### src/rtl/sev_pkg.sv
// Shared constants for the seven-segment capture path: glyphs, FSM states, ErrMask bit positions.
package sev_pkg;

  // Active-low glyphs, bit6=g ... bit0=a
  localparam logic [6:0] SEG_0     = 7'b1000000;
  localparam logic [6:0] SEG_1     = 7'b1111001;
  localparam logic [6:0] SEG_2     = 7'b0100100;
  localparam logic [6:0] SEG_3     = 7'b0110000;
  localparam logic [6:0] SEG_4     = 7'b0011001;
  localparam logic [6:0] SEG_5     = 7'b0010010;
  localparam logic [6:0] SEG_6     = 7'b0000010;
  localparam logic [6:0] SEG_7     = 7'b1111000;
  localparam logic [6:0] SEG_8     = 7'b0000000;
  localparam logic [6:0] SEG_BLANK = 7'b1111111;
  localparam logic [6:0] SEG_MINUS = 7'b0111111;

  typedef enum logic [1:0] {
    ST_SETTLE,
    ST_HOLD,
    ST_WAIT_CHANGE
  } state_t;

  localparam int ERR_A = 2;
  localparam int ERR_B = 1;
  localparam int ERR_S = 0;

endpackage

### src/rtl/sev_pair_decode.sv
// Decodes one sign/digit pair of active-low glyphs into a signed 4-bit value plus an illegal flag.
module sev_pair_decode
  import sev_pkg::*;
(
  input  logic [6:0] left,
  input  logic [6:0] right,
  output logic [3:0] value,
  output logic       illegal
);

  logic [3:0] mag;
  logic       known;

  always_comb begin
    mag   = 4'd0;
    known = 1'b1;
    case (right)
      SEG_0:   mag = 4'd0;
      SEG_1:   mag = 4'd1;
      SEG_2:   mag = 4'd2;
      SEG_3:   mag = 4'd3;
      SEG_4:   mag = 4'd4;
      SEG_5:   mag = 4'd5;
      SEG_6:   mag = 4'd6;
      SEG_7:   mag = 4'd7;
      SEG_8:   mag = 4'd8;
      default: known = 1'b0;
    endcase
  end

  // Blank+8 and minus+0 have no 4-bit two's-complement meaning, so they are illegal
  always_comb begin
    value   = 4'd0;
    illegal = 1'b1;
    if (known) begin
      if (left == SEG_BLANK && mag != 4'd8) begin
        value   = mag;
        illegal = 1'b0;
      end else if (left == SEG_MINUS && mag != 4'd0) begin
        value   = ~mag + 4'd1;
        illegal = 1'b0;
      end
    end
  end

endmodule

### src/rtl/sev_seg_capture.sv
// Stability-filtered capture of the six display digits into A/B/S with Valid/Ready handshake.
// Optional arithmetic self-check of the displayed operation is enabled by SEV_SELFCHECK_EN.
module sev_seg_capture
  import sev_pkg::*;
#(
  parameter int STABLE_CYCLES = 4
) (
  input  logic       Clock,
  input  logic       Reset,
  input  logic [6:0] Hex5,
  input  logic [6:0] Hex4,
  input  logic [6:0] Hex3,
  input  logic [6:0] Hex2,
  input  logic [6:0] Hex1,
  input  logic [6:0] Hex0,
  input  logic       AddSub,
  input  logic       Ready,
  output logic [3:0] A,
  output logic [3:0] B,
  output logic [3:0] S,
  output logic       Valid,
  output logic       Err,
  output logic [2:0] ErrMask,
  output logic       Mismatch,
  output logic       Ovr
);

  // state          | meaning
  // ST_SETTLE      | waiting for Cnt to reach STABLE_CYCLES, then capture
  // ST_HOLD        | set presented with Valid=1, waiting for Ready
  // ST_WAIT_CHANGE | set consumed, waiting for HexQ to differ from Snap

  localparam int CNT_W = $clog2(STABLE_CYCLES + 1);
`ifdef SEV_SELFCHECK_EN
  localparam int HQ_W = 43;
`else
  localparam int HQ_W = 42;
`endif

  logic [HQ_W-1:0]  hex_in, hex_q, hex_prev, snap;
  logic [CNT_W-1:0] cnt;
  state_t           state, state_nxt;
  logic             do_capture, do_accept;
  logic [3:0]       dec_a, dec_b, dec_s;
  logic             ill_a, ill_b, ill_s;
  logic [2:0]       mask_c;
  logic [3:0]       a_r, b_r, s_r;
  logic [2:0]       mask_r;
  logic             valid_r, err_r;

`ifdef SEV_SELFCHECK_EN
  assign hex_in = {AddSub, Hex5, Hex4, Hex3, Hex2, Hex1, Hex0};
`else
  assign hex_in = {Hex5, Hex4, Hex3, Hex2, Hex1, Hex0};
  logic unused_addsub;
  assign unused_addsub = AddSub;
`endif

  always_ff @(posedge Clock) begin
    if (Reset) begin
      hex_q    <= '1;
      hex_prev <= '1;
      cnt      <= '0;
    end else begin
      hex_q    <= hex_in;
      hex_prev <= hex_q;
      if (hex_q != hex_prev)
        cnt <= '0;
      else if (cnt != CNT_W'(STABLE_CYCLES))
        cnt <= cnt + 1'b1;
    end
  end

  sev_pair_decode u_dec_a (.left(hex_q[41:35]), .right(hex_q[34:28]), .value(dec_a), .illegal(ill_a));
  sev_pair_decode u_dec_b (.left(hex_q[27:21]), .right(hex_q[20:14]), .value(dec_b), .illegal(ill_b));
  sev_pair_decode u_dec_s (.left(hex_q[13:7]),  .right(hex_q[6:0]),   .value(dec_s), .illegal(ill_s));

  always_comb begin
    mask_c        = 3'b000;
    mask_c[ERR_A] = ill_a;
    mask_c[ERR_B] = ill_b;
    mask_c[ERR_S] = ill_s;
  end

  always_ff @(posedge Clock) begin
    if (Reset)
      state <= ST_SETTLE;
    else
      state <= state_nxt;
  end

  always_comb begin
    state_nxt  = state;
    do_capture = 1'b0;
    do_accept  = 1'b0;
    case (state)
      ST_SETTLE: begin
        if (cnt == CNT_W'(STABLE_CYCLES)) begin
          do_capture = 1'b1;
          state_nxt  = ST_HOLD;
        end
      end
      ST_HOLD: begin
        if (Ready) begin
          do_accept = 1'b1;
          state_nxt = ST_WAIT_CHANGE;
        end
      end
      ST_WAIT_CHANGE: begin
        if (hex_q != snap)
          state_nxt = ST_SETTLE;
      end
      default: state_nxt = ST_SETTLE;
    endcase
  end

  always_ff @(posedge Clock) begin
    if (Reset) begin
      snap    <= '1;
      a_r     <= 4'd0;
      b_r     <= 4'd0;
      s_r     <= 4'd0;
      mask_r  <= 3'b000;
      err_r   <= 1'b0;
      valid_r <= 1'b0;
    end else if (do_capture) begin
      snap    <= hex_q;
      a_r     <= dec_a;
      b_r     <= dec_b;
      s_r     <= dec_s;
      mask_r  <= mask_c;
      err_r   <= |mask_c;
      valid_r <= 1'b1;
    end else if (do_accept) begin
      valid_r <= 1'b0;
    end
  end

`ifdef SEV_SELFCHECK_EN
  logic [3:0] b_op, e_sum;
  logic       mism_c, ovr_c, mism_r, ovr_r;

  // Subtract is A + ~B + 1; overflow when operand signs agree but the result sign differs
  always_comb begin
    b_op   = dec_b ^ {4{hex_q[42]}};
    e_sum  = dec_a + b_op + {3'b000, hex_q[42]};
    ovr_c  = (dec_a[3] == b_op[3]) && (e_sum[3] != dec_a[3]);
    mism_c = (e_sum != dec_s);
  end

  always_ff @(posedge Clock) begin
    if (Reset) begin
      mism_r <= 1'b0;
      ovr_r  <= 1'b0;
    end else if (do_capture) begin
      mism_r <= mism_c & ~(|mask_c);
      ovr_r  <= ovr_c  & ~(|mask_c);
    end
  end

  assign Mismatch = mism_r;
  assign Ovr      = ovr_r;
`else
  assign Mismatch = 1'b0;
  assign Ovr      = 1'b0;
`endif

  assign A       = a_r;
  assign B       = b_r;
  assign S       = s_r;
  assign ErrMask = mask_r;
  assign Err     = err_r;
  assign Valid   = valid_r;

endmodule

### config.mk
export PLATFORM = sky130hd
export DESIGN_NAME = sev_seg_capture
export DESIGN_NICKNAME = d
export VERILOG_FILES = /design/src/rtl/sev_pkg.sv /design/src/rtl/sev_pair_decode.sv /design/src/rtl/sev_seg_capture.sv
export SDC_FILE = /design/constraint.sdc
export NUM_CORES = 1
export LEC_CHECK = 0
export CELL_PAD_IN_SITES_DETAIL_PLACEMENT = 0
export CELL_PAD_IN_SITES_GLOBAL_PLACEMENT = 1
export CORE_MARGIN = 4
export CORE_UTILIZATION = 40
export CTS_BUF_LIST = sky130_fd_sc_hd__clkbuf_2
export DETAILED_ROUTE_END_ITERATION = 6
export PLACE_DENSITY_LB_ADDON = 0.3
export SETUP_SLACK_MARGIN = 0.05
export SYNTH_ARGS = -nofsm -noshare
export SYNTH_HDL_FRONTEND = slang
export SYNTH_SLANG_ARGS = --single-unit
export TNS_END_PERCENT = 1
### constraint.sdc
create_clock -name Clock -period 5.1 [get_ports Clock]
set_input_delay 1.02 -clock Clock [delete_from_list [all_inputs] [get_ports Clock]]
set_output_delay 1.02 -clock Clock [all_outputs]
set_load 0.05 [all_outputs]
---- Yosys cells after proc, flatten, opt, wreduce, memory -nomap -nowiden ----
Cells that the tools add are included.
storage, ports and cells
  word-level logic and storage cells ...... 114
  input bits .............................. 46
  register bits after elaboration ......... 148
operators by class
  mux-type cells .......................... 34
  reductions and logical operators ........ 20
  add/sub/neg operators ................... 4
  bitwise logic cells ..................... 3
  equal/unequal tests ..................... 42
operators with widths
  operator             number
  $pmux 4 s8           3
  $eq 7x7->1 const B   12
  $ne 42x42->1         2
  $eq 7x6->1 const B   9
  $eq 7x5->1 const B   6
  $mux 4               9
  $reduce_or 9->1      3
  $eq 7x2->1 const B   3
  $logic_not 7->1      3
  $mux 1               18
  $add 4x1->4 const B  3
  $ne 4x4->1 const B   3
  $not 4->4            3
  $reduce_bool 4->1    3
  $logic_and 1x1->1    6
  $mux 2               3
  $ne 2x2->1 const B   3
  $pmux 2 s3           1
  $add 3x1->3 const B  1
  $eq 3x3->1 const B   1
  $ne 3x3->1 const B   1
  $reduce_and 3->1     1
  $reduce_or 3->1      1
  $eq 2x1->1 const B   1
  other kinds (4)      4

---- Logic depth before layout (Yosys ltp) ----
Gate-level depths: netlist of run 1.
  depth in word-level cells ............... 8
  mapped depth ............................ 10
  depth with buffers taken out ............ 9

---- Hierarchy ----
From an unflattened synthesis of run 1, not the netlist that was laid out.
unflattened totals
  cell total of the unflattened synthesis .. 737
  area total of the unflattened synthesis .. 6641.4 µm²
modules (own cells, without submodules)
  module           area an instance (µm²)  times used  cells an instance
  sev_seg_capture  5549.1                  1           581
  sev_pair_decode  364.1                   3           52

---- Worst setup path before layout of run 1 ----
No wires, ideal clock.
  kind .................................... register -> register
  start point ............................. register hex_q[14]
  end point ............................... register b_r[1] (netlist: B[1])
  slack ................................... 2.818 ns
  data arrival time ....................... 2.150 ns
  buffers on the path ..................... 1
  library setup time ...................... 0.132 ns
  period minus slack after synthesis ...... 2.282 ns
  cell stages (with the launch flop) ...... 11
  cell sequence ........................... dfxtp_1 > buf_2 > or4b_1 > o32ai_2 > inv_1 > ha_1 > inv_1 > o211ai_1 > and2_1 > o211ai_1 > a21oi_1
on the way
  longest elaborated chain between the ends .. 7
  elaborated cells on any way between the ends .. 21
  classes of those cells .................. add/sub: 1; eq/ne: 9; mux: 5; bitwise: 1; reduce/logical: 5
ends and longest elaborated chain
  item                                              RTL line                                      RTL
  from (decl)                                       sev_seg_capture.sv:40                         logic [HQ_W-1:0] hex_in, hex_q, hex_prev, snap;
  from (signal assigned)                            sev_seg_capture.sv:65                         hex_q <= hex_in;
  $eq 7x7->1, or another cell as far along          sev_pair_decode.sv:17                         case (right)
  $pmux 4 s8                                        sev_pair_decode.sv:17
  $not 4->4 or $reduce_bool 4->1 (tied branches)    sev_pair_decode.sv:40, sev_pair_decode.sv:39
  $add 4x1->4 or $logic_and 1x1->1 (tied branches)  sev_pair_decode.sv:40, sev_pair_decode.sv:39
  $mux 4                                            sev_pair_decode.sv:39                         end else if (left == SEG_MINUS && mag != 4'd0) begin
  $mux 4                                            sev_pair_decode.sv:36                         if (left == SEG_BLANK && mag != 4'd8) begin
  $mux 4 (*)                                        sev_pair_decode.sv:35                         if (known) begin
  to (signal assigned)                              sev_seg_capture.sv:121                        b_r <= 4'd0;
  to (signal assigned)                              sev_seg_capture.sv:129                        b_r <= dec_b;
  to (decl)                                         sev_seg_capture.sv:47                         logic [3:0] a_r, b_r, s_r;
Mark *: on every way between the ends. The rest lies on a longest branch, timed or not.
A chain may end at the register's enable or synchronous reset.

---- Worst setup path in the final report of run 1 ----
  start point ............................. register s_r[3] (netlist: S[3])
  end point ............................... output port S[3]
RTL lines
  item                    RTL line                RTL
  from (decl)             sev_seg_capture.sv:47
  from (signal assigned)  sev_seg_capture.sv:130  s_r <= dec_s;
  to (decl)               sev_seg_capture.sv:20   output logic [3:0] S,
No word-level cell between the ends.

==> results of run 1 <==
-- through the flow --
step           hold WS, ns  power [mW]  utilization, %  cells  cell area (um^2)
2_1_floorplan        0.450        1.36               -    727              6490
3_3_place_gp         0.438        1.43            45.2    955              7180
3_5_place_dp         0.444        1.44            45.2    955              7180
4_1_cts              0.467        2.01            46.4    986              7370
5_1_grt              0.481        2.09            46.4    986              7370
6_report             0.464        1.98            46.4    986              7370
-- per-layer routing --
metal	share of wire (%)	vias to the layer above	GRT usage, %
li1	-	2509	-
met1	47	2326	23.0
met2	46	112	27.2
met3	5.0	21	4.72
met4	2.0	0	5.54
met5	0	-	0
-- Yosys cell counts (all sizes together) (9+ instances only) --
library cell	count	share of area (%)
nor4	19	1.8
clkbuf	39	2.3
inv	20	1.2
xnor2	28	3.8
nand3b	9	1.0
xor2	62	8.4
nor2	14	0.81
a21oi	19	1.5
dfxtp	148	46
o21ai	9	0.69
buf	13	1.0
o211ai	13	1.5
nor3	11	0.85
or2	79	7.6
nand3	41	3.2
nand4	12	1.2
nand2	105	6.1
-- registers in the layout (all words and copies together), names as in the netlist --
signal	cells
hex_prev	42
hex_q	42
snap	42
A	4
B	4
S	4
ErrMask	3
cnt	3
state	2
Err	1
Valid	1
-- kinds of logic (layout without fill, tap and decap cells) --
group,after synthesis,after routing
AO/OA/AOI/OAI,82,82
XOR/XNOR,90,90
adder cells (fa/ha/maj),5,5
buffers and inverters,72,115
flip-flops,148,148
multiplexers,2,2
other,1,2
AND/OR/NAND/NOR,326,326
-- worst max path at each step --
stage               slack, ns                end  cells after the start                 start
finish                   2.18               S[3]                      1     S[3]$_SDFFE_PP0P_
global route             2.04               S[0]                      1     S[0]$_SDFFE_PP0P_
CTS                      2.09              Valid                      1    Valid$_SDFFE_PP0P_
detailed placement       2.07  A[1]$_SDFFE_PP0P_                      4                 Reset
global placement         2.14  A[3]$_SDFFE_PP0P_                      4                 Reset
floorplan                2.82  B[1]$_SDFFE_PP0P_                     10  hex_q[14]$_SDFF_PP1_
-- final cells by class --
type / count / area share [%]
clock buffers: 20 / 1.36
repair buffers: 64 / 8.52
flip-flops and latches: 148 / 40.2
inverters: 20 / 1.02
well taps: 216 / 3.67
multi-input cells: 507 / 44.1
clock inverters: 11 / 1.19
-- power by group through the flow --
stage / clock [mW] / combinational [mW] / sequential [mW]
2_1_floorplan: 0 / 0.134 / 1.23
3_3_place_gp: 0 / 0.164 / 1.27
3_5_place_dp: 0 / 0.168 / 1.27
4_1_cts: 0.598 / 0.169 / 1.24
5_1_grt: 0.652 / 0.184 / 1.25
6_report: 0.571 / 0.167 / 1.24
==> results.md, run 1 <==
- The flow ran to the end, and the final reports show no timing, DRC or antenna violations.
- The sequential cells in the finished layout cover a total of 0.00296 mm^2.
- The number of enable-type register cells in the synthesized netlist is 0.
- The post-layout minimum cycle time is 2.92 ns.
- The routed layout has 4,968 vias.
- In this run the power spent charging and discharging nets is 528 uW.
- The initial utilization of the core area, before any placement, comes to 40.8%.
- In this run the power density over the cells is 269 mW/mm^2.
- Once detailed placement completed, the half-perimeter wirelength came to 10,300 um.
- The share of power burned in combinational logic is 8.4%.
- After clock tree synthesis, the clock-pin slew on the worst setup and hold paths is 0.19 ns.
- The count of endpoints failing hold in the final timing report came to 0.
- In this run, the number of DRC markers left after iteration 0 of detailed routing was 323.
- The class of the tightest hold or removal check is flip-flop to flip-flop.
- The boundary pin count is 65.
- The xor/xnor share of the synthesized area is 12.1%.
- Along the worst path, the maximum fanout reaches 2.
- In this run the tool buffered the top-level ports with 61 buffer cells.
- The worst setup path is captured at an output port.
- The fraction of layout cells with a size suffix above 1 is 15.7%.
- The worst setup path is launched from a flip-flop.
- At the pin with the least slew margin, the transition time is 0.979 ns.
- The number of setup violations in the final report is 0.
- The die is 135 um wide.
- The analysis attributes to cell leakage a power of 2.82 nW.
- For this design, the CTS-stage hold fixing added 0 buffers.
- The multi-input combinational cells in the finished layout cover a total of 0.00325 mm^2.
- The die area is 0.0183 mm^2.
- The Yosys warning count is 0.
- The tree built by TritonCTS fans out to 148 sinks.
- The flip-flop cell with the highest count after synthesis is sky130_fd_sc_hd__dfxtp_1.
- The setup slack after layout is 2.18 ns.
- The layout has 1,618 filler cells.
- The required arrival time at the worst endpoint is 4.08 ns.
- The number of instances on the worst hold path is 2.
- The number of buffers created by CTS is 17.
- The number of antenna violations at the first check in global routing came to 0.
- After floorplanning, the core was divided into 46 placement rows.
- Setup repair after global routing left no endpoint under its margin.
- The post-synthesis register bit count is 148.
- The worst setup slack for register-to-register paths is 2.40 ns.
- In this run, distinct cell masters in the synthesized netlist total 67.
- The number of cells on the worst reg-to-reg path is 7.
- The synthesized netlist occupies a cell area of 0.00649 mm^2.
- In this run the critical register-to-register path is captured at S[3]$_SDFFE_PP0P_.
- In the synthesized netlist, mux cells make up 0.347% of the area.
- Before CTS, the worst setup slack after placement is 2.07 ns.
- The worst hold path terminates at B[2]$_SDFFE_PP0P_.
- The first global-routing pass estimated 24,600 um of wire.
- The compound-cell area share of the yosys netlist is 9.45%.
- In this run the most critical hold path is launched from B[2]$_SDFFE_PP0P_.
- The stage delay of the slowest cell on the critical path is 0.81 ns.
- For this run, design rule violations remaining after detail routing come to 0.
- The relative contribution of the clock network to total power is 28.8%.
- Synthesis produced 726 cells.
- The simple logic cell fraction of the synthesized area is 26.9%.
- The number of cells upsized or downsized after cts is 0.
- The library cell used most frequently in the layout, excluding fill and tap cells, is sky130_fd_sc_hd__dfxtp_1.
- Traced cell by cell, the critical path runs through clkdlybuf4s50_1.
- The total global routing overflow is 0.
- The post-detailed-routing wire length is 15,100 um.
- The global placer's final weighted congestion is 0.805.
- The floorplan step set the die height to 135 um.
- The average size of a mapped cell is 8.94 um^2.
- In this run the clock root is driven by a sky130_fd_sc_hd__clkbuf_2.
- The clock arrives with 0.0229 ns of skew.
- STA puts the critical path data arrival time at 1.90 ns.
- The total of max-cap violations is 0.
- The worst pin sits at a relative slew slack of 34.6%.
- VDD sags by at most 0.000117 V.
- In the final routed layout, each cell accounts on average for 15.3 um.
- On the critical path, the stage with the largest delay is an instance of sky130_fd_sc_hd__clkdlybuf4s50_1.
- The number of diodes is 0.
- Net switching is 26.7% of the power.
- The portion of the post-synthesis area used by sequential elements is 45.7%.
- Cell internal power was estimated by the tool at 1.45 mW.
- The placeable core area is 0.0159 mm^2.
- The clock reaches the later pin of the worst-skew pair after 0.71 ns.
- Global routing consumed, over all layers together, 17.2% of the routing resources.
- The category of cells accounting for the largest share of critical-path delay is buffers and inverters.
- The first TritonRoute pass finished after 4 iterations.
- The maximum count of clock buffers along a single path is 2.
- Together, buffers and inverters on the worst path number 1.
- After synthesis, the share of flip-flops with an asynchronous set or reset is 0%.
- Of the total synthesized cell area, the portion taken by full adders, half adders and majority gates is 0.964%.
- The setup fix buffers added after clock tree synthesis is 0.
- For the final routed database, the setup TNS stands at 0 ns.
- The critical path is of the flip-flop to output port type.
- The ratio of routed vias to standard cells is 5.04.
- The largest net degree at the start of global routing is 64.
- The TritonCTS clock tree is yes.
- Leaving out fill and tap cells, the most frequent cells in the layout are sky130_fd_sc_hd__dfxtp_1 (148), sky130_fd_sc_hd__nand2_1 (105), sky130_fd_sc_hd__or2_2 (78).
- From synthesis to final layout, the design area changed by 13.6%.
- The launching point of the worst reg2reg path is hex_q[1]$_SDFF_PP1_.
- The relative contribution of sequential cells to total power is 62.8%.
- The number of nets in the layout is 809.
- The count of final max-slew check failures was 0.
- Based on the critical path, the design can be clocked at up to 343 MHz.
- The via count of the first global-routing pass is 4,802.
- The number of nets with antenna violations after detailed routing is 0.
- The clock tree synthesis step divided the H-tree into 4 levels.
- The final clock period utilization by the worst path is 57.2%.
- The combinational family with the most area after synthesis is simple AND/OR/NAND/NOR gates.
Note: power is estimated with default switching activity, not from simulation.
==> run 2, diff against run 1 <==
==> constraint.sdc (replaced) <==
create_clock -name Clock -period 2.6 [get_ports Clock]
set_input_delay 0.52 -clock Clock [delete_from_list [all_inputs] [get_ports Clock]]
set_output_delay 0.52 -clock Clock [all_outputs]
set_load 0.05 [all_outputs]
==> results.md, run 2 (synthesis gave the netlist of run 1 again) <==
- From synthesis to final layout, the design area changed by 17.8%.
- The boundary pin count is 65.
- The cell count of the worst reg-to-reg path is 9.
- The die width is 135 um.
- Across the VDD grid, the largest voltage drop is 0.000299 V.
- The starting density of the core is 40.8%.
- The clock skew after layout is 0.0368 ns.
- The maximum fanout along the worst path is 2.
- After the first detailed-routing iteration, the DRC count stood at 343.
- The critical path goes through clkdlybuf4s50_1.
- The clock insertion delay at the later pin of the skew report is 0.73 ns.
- Summed over all layers, the global routing overflow is 0.
- The first detailed-routing pass took 5 iterations.
- Once detail routing completed, the nets flagged for antenna violations numbered 0.
- The number of instances on the worst hold path is 3.
- At the end of the flow, the number of nets in the layout was 831.
- The via count of the first global-routing pass came to 4,780.
- After floorplanning, the core was sized to cover 0.0159 mm^2.
- The number of filler instances in the final layout is 1,525.
- The worst min-delay path endpoint is snap[25]$_SDFFE_PP1P_.
- Dividing the detail-routed wire length by the instance count gives 15.1 um.
- The slowest stage of the critical path is the sky130_fd_sc_hd__clkdlybuf4s50_1 cell.
- In the final layout, the registers with the most flip-flops are hex_prev x42, hex_q x42, snap x42.
- The library cell used most frequently in the layout, excluding fill and tap cells, is sky130_fd_sc_hd__dfxtp_1.
- The HPWL reported at the end of detailed placement is 10,900 um.
- The kind of end point of the critical path is an output port.
- The critical path startpoint category is a flip-flop.
- The non-filler instance count after layout is 1,011.
- After detailed routing, the number of remaining DRC violations is 0.
- The number of H-tree branching levels is 4.
- The number of placement rows is 46.
- The critical path data arrival time is 1.93 ns.
- CTS saw 148 sinks.
- Clock tree synthesis selected as its root buffer the cell sky130_fd_sc_hd__clkbuf_2.
- The number of buffers inserted by port buffering is 61.
- The required arrival time at the worst endpoint is 2.08 ns.
- The fraction of layout cells with a size suffix above 1 is 18.8%.
- Setup violations remaining at the end of the flow were counted as 0.
- The fmax is 408 MHz.
- In this run the number of cells on the critical path is 1.
- The die is 135 um tall.
- The leakage power is 2.97 nW.
- TritonCTS created 17 clock buffers.
- Entering global routing, the biggest net connects 50 pins.
- Registers take 0.00296 mm^2.
- The die area is 0.0183 mm^2.
- The worst setup slack for register-to-register paths is 0.21 ns.
- For this run, the slowest stage of the critical path takes 0.81 ns.
- The clock-pin slew reported for the worst setup and hold paths after clock tree synthesis is 0.21 ns.
- In the finished design, the share of the clock period the worst path needs comes to 94.3%.
- Among cell families on the critical path, the largest total delay comes from buffers and inverters.
- Dividing total power by cell area gives a power density of 552 mW/mm^2.
- In the layout the commonest cells are sky130_fd_sc_hd__dfxtp_1 (147), sky130_fd_sc_hd__nand2_1 (105), sky130_fd_sc_hd__or2_2 (78).
- The class of the tightest hold or removal check is primary input to flip-flop.
- The total track usage is 17.3%.
- The buffering stage count on the worst path with inverters included is 1.
- In this run the critical register-to-register path is captured at B[1]$_SDFFE_PP0P_.
- The area taken by multi-input logic gates is 0.00325 mm^2.
- Setup repair after global routing could not meet its margin everywhere.
- The launching point of the worst reg2reg path is hex_q[16]$_SDFF_PP1_.
- The slew of the pin with the lowest slew margin is 0.548 ns.
- The post-layout minimum cycle time is 2.45 ns.
- The longest clock path from root to sink contains 2 buffers.
- Dividing the detail-routed via count by the number of cells gives 5.00.
- Routability-driven placement finished with a final weighted congestion of 0.816.
- The number of placed instances, taps included, is 977.
- The count of endpoints failing hold in the final timing report was 0.
- The global-route wire length before repair is 24,700 um.
- The startpoint identified for the worst hold timing path is Reset.
- The post-detailed-routing wire length is 15,300 um.
- The critical path start-end classification is flip-flop to output port.
- The number of antenna violations at the first check in global routing is 0.
- The TritonCTS clock tree is yes.
- The setup fix buffers added after clock tree synthesis is 0.
- Across the run, the number of max-cap violations was 0.
- Headroom to the max-slew limit came out at 63.5%.
- The count of final max-slew check failures is 0.
- The final sum of negative setup slack is 0 ns.
- The flow ran to the end, and the final reports show no timing, DRC or antenna violations.
- The routed layout has 5,054 vias.
## run 2: cell types whose count changed in the layout (fill, tap and decap cells not counted)
cell / delta
sky130_fd_sc_hd__clkinv_2: -1
sky130_fd_sc_hd__clkinv_1: -3
sky130_fd_sc_hd__a2bb2oi_1: -1
sky130_fd_sc_hd__buf_12: +1
sky130_fd_sc_hd__bufinv_16: +2
sky130_fd_sc_hd__clkinv_4: +3
sky130_fd_sc_hd__clkbuf_2: -2
sky130_fd_sc_hd__dfxtp_2: +1
sky130_fd_sc_hd__dfxtp_1: -1
sky130_fd_sc_hd__clkinvlp_4: -1
sky130_fd_sc_hd__diode_2: +2
sky130_fd_sc_hd__buf_4: +21
sky130_fd_sc_hd__a2bb2oi_2: +1
sky130_fd_sc_hd__inv_6: +3
## run 2: metal layers
layer / routed length [um] / track usage [%] / share of wire (%) / vias up
met5: 0 / 0 / 0 / -
met4: 177 / 5.43 / 1.2 / 0
met3: 728 / 4.27 / 4.8 / 16
met2: 7170 / 27.8 / 47 / 118
met1: 7220 / 23.1 / 47 / 2362
li1: - / - / - / 2558
## run 2: stage by stage
stage	cell area (um^2)	utilization [%]	total power [mW]	worst slack [ns]	hold slack, ns
after detailed placement	7360	46.3	2.84	0.222	0.446
after global placement	7360	46.3	2.83	0.289	0.439
after global routing	7640	48.1	4.41	0.00831	0.145
after CTS	7630	48.0	4.27	0.0519	0.113
after floorplan	6490	-	2.68	0.318	0.450
final	7640	48.1	4.22	0.148	0.194
## run 2: worst max path at each step
stage / start / to / slack [ns]
global route: S[3]$_SDFFE_PP0P_ / S[3] / 0.008
floorplan: hex_q[14]$_SDFF_PP1_ / B[1]$_SDFFE_PP0P_ / 0.32
finish: ErrMask[0]$_SDFFE_PP0P_ / ErrMask[0] / 0.15
global placement: hex_q[16]$_SDFF_PP1_ / B[1]$_SDFFE_PP0P_ / 0.29
detailed placement: hex_q[16]$_SDFF_PP1_ / B[1]$_SDFFE_PP0P_ / 0.22
CTS: S[0]$_SDFFE_PP0P_ / S[0] / 0.05
## run 2: cell type report
class / count / share of cell area, %
Antenna cell: 2 / 0.0655
Clock buffer: 18 / 1.18
Clock inverter: 14 / 2.31
Inverter: 20 / 0.982
Multi-Input combinational cell: 507 / 42.6
Sequential cell: 148 / 38.8
Tap cell: 216 / 3.54
Timing Repair Buffer: 86 / 10.5
## run 2: report_power, final
part | leakage, nW | switching (mW) | internal [mW] | total [mW]
clock network | 0.156 | 0.870 | 0.554 | 1.42
registers | 1.21 | 0.0719 | 2.33 | 2.41
logic | 1.60 | 0.188 | 0.198 | 0.386
## run 2: timing repair
| item | 4_1_cts | 5_1_grt |
|---|---|---|
| hold buffers | 0 | 0 |
| resized for setup | 0 | 2 |
| endpoints found under the setup margin | 0 | 12 |
==> run 3, diff against run 2 <==
--- a/config.mk
+++ b/config.mk
@@ -8,7 +8,7 @@
 export CELL_PAD_IN_SITES_DETAIL_PLACEMENT = 0
 export CELL_PAD_IN_SITES_GLOBAL_PLACEMENT = 1
 export CORE_MARGIN = 4
-export CORE_UTILIZATION = 40
+export CORE_UTILIZATION = 35
 export CTS_BUF_LIST = sky130_fd_sc_hd__clkbuf_2
 export DETAILED_ROUTE_END_ITERATION = 6
 export PLACE_DENSITY_LB_ADDON = 0.3
==> results.md, run 3 (synthesis gave the netlist of run 1 again) <==
- For this design, the CTS-stage hold fixing added 0 buffers.
- The global-route layer with the greatest usage is met2.
- The required arrival time at the worst endpoint is 2.08 ns.
- Data arrives at the worst endpoint at 1.90 ns.
- The first routing iteration left 313 violations.
- The startpoint identified for the worst register-to-register timing path is hex_q[14]$_SDFF_PP1_.
- Adding up every negative setup slack in the final design gives 0 ns.
- TritonCTS built the clock tree.
- The count of endpoints failing hold in the final timing report is 0.
- The total instance count after detailed placement is 986.
- The met2 usage is 25.5%.
- The run finished with clean final reports.
- The ratio of routed vias to standard cells is 4.97.
- The clock-pin slew reported for the worst setup and hold paths after clock tree synthesis is 0.20 ns.
- The total overflow left after global routing is 0.
- The tree is rooted in a sky130_fd_sc_hd__clkbuf_2.
- Of the available clock period, the critical path in the final layout requires 93.0%.
- The floorplan step defined a die boundary enclosing 0.0208 mm^2.
- In this run the most critical hold path is launched from Reset.
- The post-synthesis to final-layout area growth is 17.2%.
- The library cell used most frequently in the layout, excluding fill and tap cells, is sky130_fd_sc_hd__dfxtp_1.
- The clock drives 148 sinks.
- The power per cell area is 537 mW/mm^2.
- Of all nets on the critical path, the largest fanout is 2.
- The kind of end point of the critical path is an output port.
- For this run, global-route usage on met1 was measured as 19.9%.
- The die is 144 um wide.
- Row generation in the floorplan step produced 49 rows.
- Counting along the longest clock path gives a buffer depth of 2.
- Detailed routing inserted a total of 5,067 vias.
- The critical path startpoint category is a flip-flop.
- The detail route stage leaves a number of antenna-violating nets equal to 0.
- The starting density of the core is 35.9%.
- Setup violations remaining at the end of the flow were counted as 0.
- The stage delay of the slowest cell on the critical path is 0.81 ns.
- The category of cells accounting for the largest share of critical-path delay is buffers and inverters.
- In this run the static leakage power is 2.96 nW.
- At the end of routability-driven placement, the weighted congestion stood at 0.813.
- The HPWL reported at the end of detailed placement is 10,900 um.
- Traced cell by cell, the critical path runs through clkdlybuf4s50_1.
- On the final layout, the worst clock skew is 0.0264 ns.
- In the global route stage, met3 resource usage came out at 3.41%.
- The critical path's slowest cell is sky130_fd_sc_hd__clkdlybuf4s50_1.
- The first global-routing pass estimated 25,300 um of wire.
- The final layout contains 828 nets.
- At the pin with the least slew margin, the transition time is 0.539 ns.
- The library cells used most frequently in the layout, excluding fill and tap cells, are sky130_fd_sc_hd__dfxtp_1 (145), sky130_fd_sc_hd__nand2_1 (105), sky130_fd_sc_hd__or2_2 (78).
- The placeable core area is 0.0181 mm^2.
- Setup repair after global routing could not meet its margin everywhere.
- In the final routed layout, each cell accounts on average for 15.1 um.
- 65 I/O pins were placed.
- The non-filler instance count after layout is 1,020.
- Cells with a size suffix above 1 make up 17.7% of the layout.
- The later pin in the worst-skew pair is clocked with a latency of 0.71 ns.
- Headroom to the max-slew limit came out at 64.0%.
- Tracing the worst setup path back leads to its startpoint at S[3]$_SDFFE_PP0P_.
- IR analysis of the VDD net gives a maximum drop of 0.000235 V.
- In the final layout, the registers with the most flip-flops are hex_prev x42, hex_q x42, snap x42.
- The tool flagged a number of max-cap violations equal to 0.
- After detailed routing, the number of remaining DRC violations is 0.
- The die is 144 um tall.
- The count of final max-slew check failures came to 0.
- The total track usage is 15.5%.
- The number of search-and-repair iterations in the first detailed-routing pass is 4.
- The largest net degree at the start of global routing is 69.
- The critical path start-end classification is flip-flop to output port.
- The worst hold slack after final layout is 0.166 ns.
- The number of filler instances in the final layout is 1,770.
- The fmax is 414 MHz.
- The number of buffers and inverters on the critical path is 1.
- The via count of the first global-routing pass was 4,991.
- The number of antenna violations at the first check in global routing was 1.
- Buffers placed on the I/O ports in this run total 61.
- CTS built an H-tree with a depth of 4.
- Wires add up to 15,400 um.
- In this run the worst hold path is classified as primary input to flip-flop.
- The number of buffers created by CTS is 17.
- The post-layout minimum cycle time is 2.42 ns.
[run 3: cell count changes in the layout (fill, tap and decap cells not counted), sizes merged]
cell / change
buf: -3
clkinvlp: -2
diode: -1
clkbuf: -1
inv: -4
dlymetal6s2s: +1
clkinv: +7
clkdlybuf4s50: -1
[run 3: worst min-delay path: cells and delay by family]
family	cells	cell delay [ns]
buffers and inverters	1	0.09
and+or+nand+nor	3	0.24
[run 3: power by group]
| group | switching, mW | internal, mW |
|---|---|---|
| logic | 0.180 | 0.197 |
| clock network | 0.784 | 0.509 |
| registers | 0.0784 | 2.33 |
[run 3: final timing paths]
kind                         endpoint  slack [ns]  cells past startpoint
hold / removal    cnt[0]$_SDFFE_PP0P_        0.17                      4
setup / recovery                 S[3]        0.18                      1
hold reg to reg     B[3]$_SDFFE_PP0P_        0.46                      2
setup reg to reg    B[3]$_SDFFE_PP0P_        0.20                      7
[run 3: layout make-up]
type,instances,area [um^2],share of cell area [%]
antenna,1,2.50,0.0329
clock buffer,17,85.1,1.12
clock inverter,15,145,1.91
inverter,20,75.1,0.987
multi-input combinational,507,3260,42.9
sequential,148,2970,39.0
tap,229,287,3.77
timing repair buffer,83,786,10.3
[run 3: what timing repair did]
item / 4_1_cts / 5_1_grt
endpoints found under the setup margin: 0 / 17
resized for setup: 0 / 5
setup buffers: 0 / 1
[run 3: metal layers]
layer,part of all wire (%),wire [um],vias up
met2,48,7460,108
met5,0,0,-
met1,45,6990,2388
met3,4.0,621,21
li1,-,-,2550
met4,2.1,322,0
[run 3: stage by stage]
stage | setup slack [ns] | area (um^2) | power, mW | utilization, %
after detailed placement | 0.183 | 7350 | 2.84 | 40.6
after global routing | 0.00923 | 7610 | 4.29 | 42.1
after global placement | 0.249 | 7350 | 2.83 | 40.6
after floorplan | 0.318 | 6490 | 2.68 | -
after CTS | 0.0831 | 7580 | 4.14 | 41.9
final | 0.183 | 7610 | 4.08 | 42.1
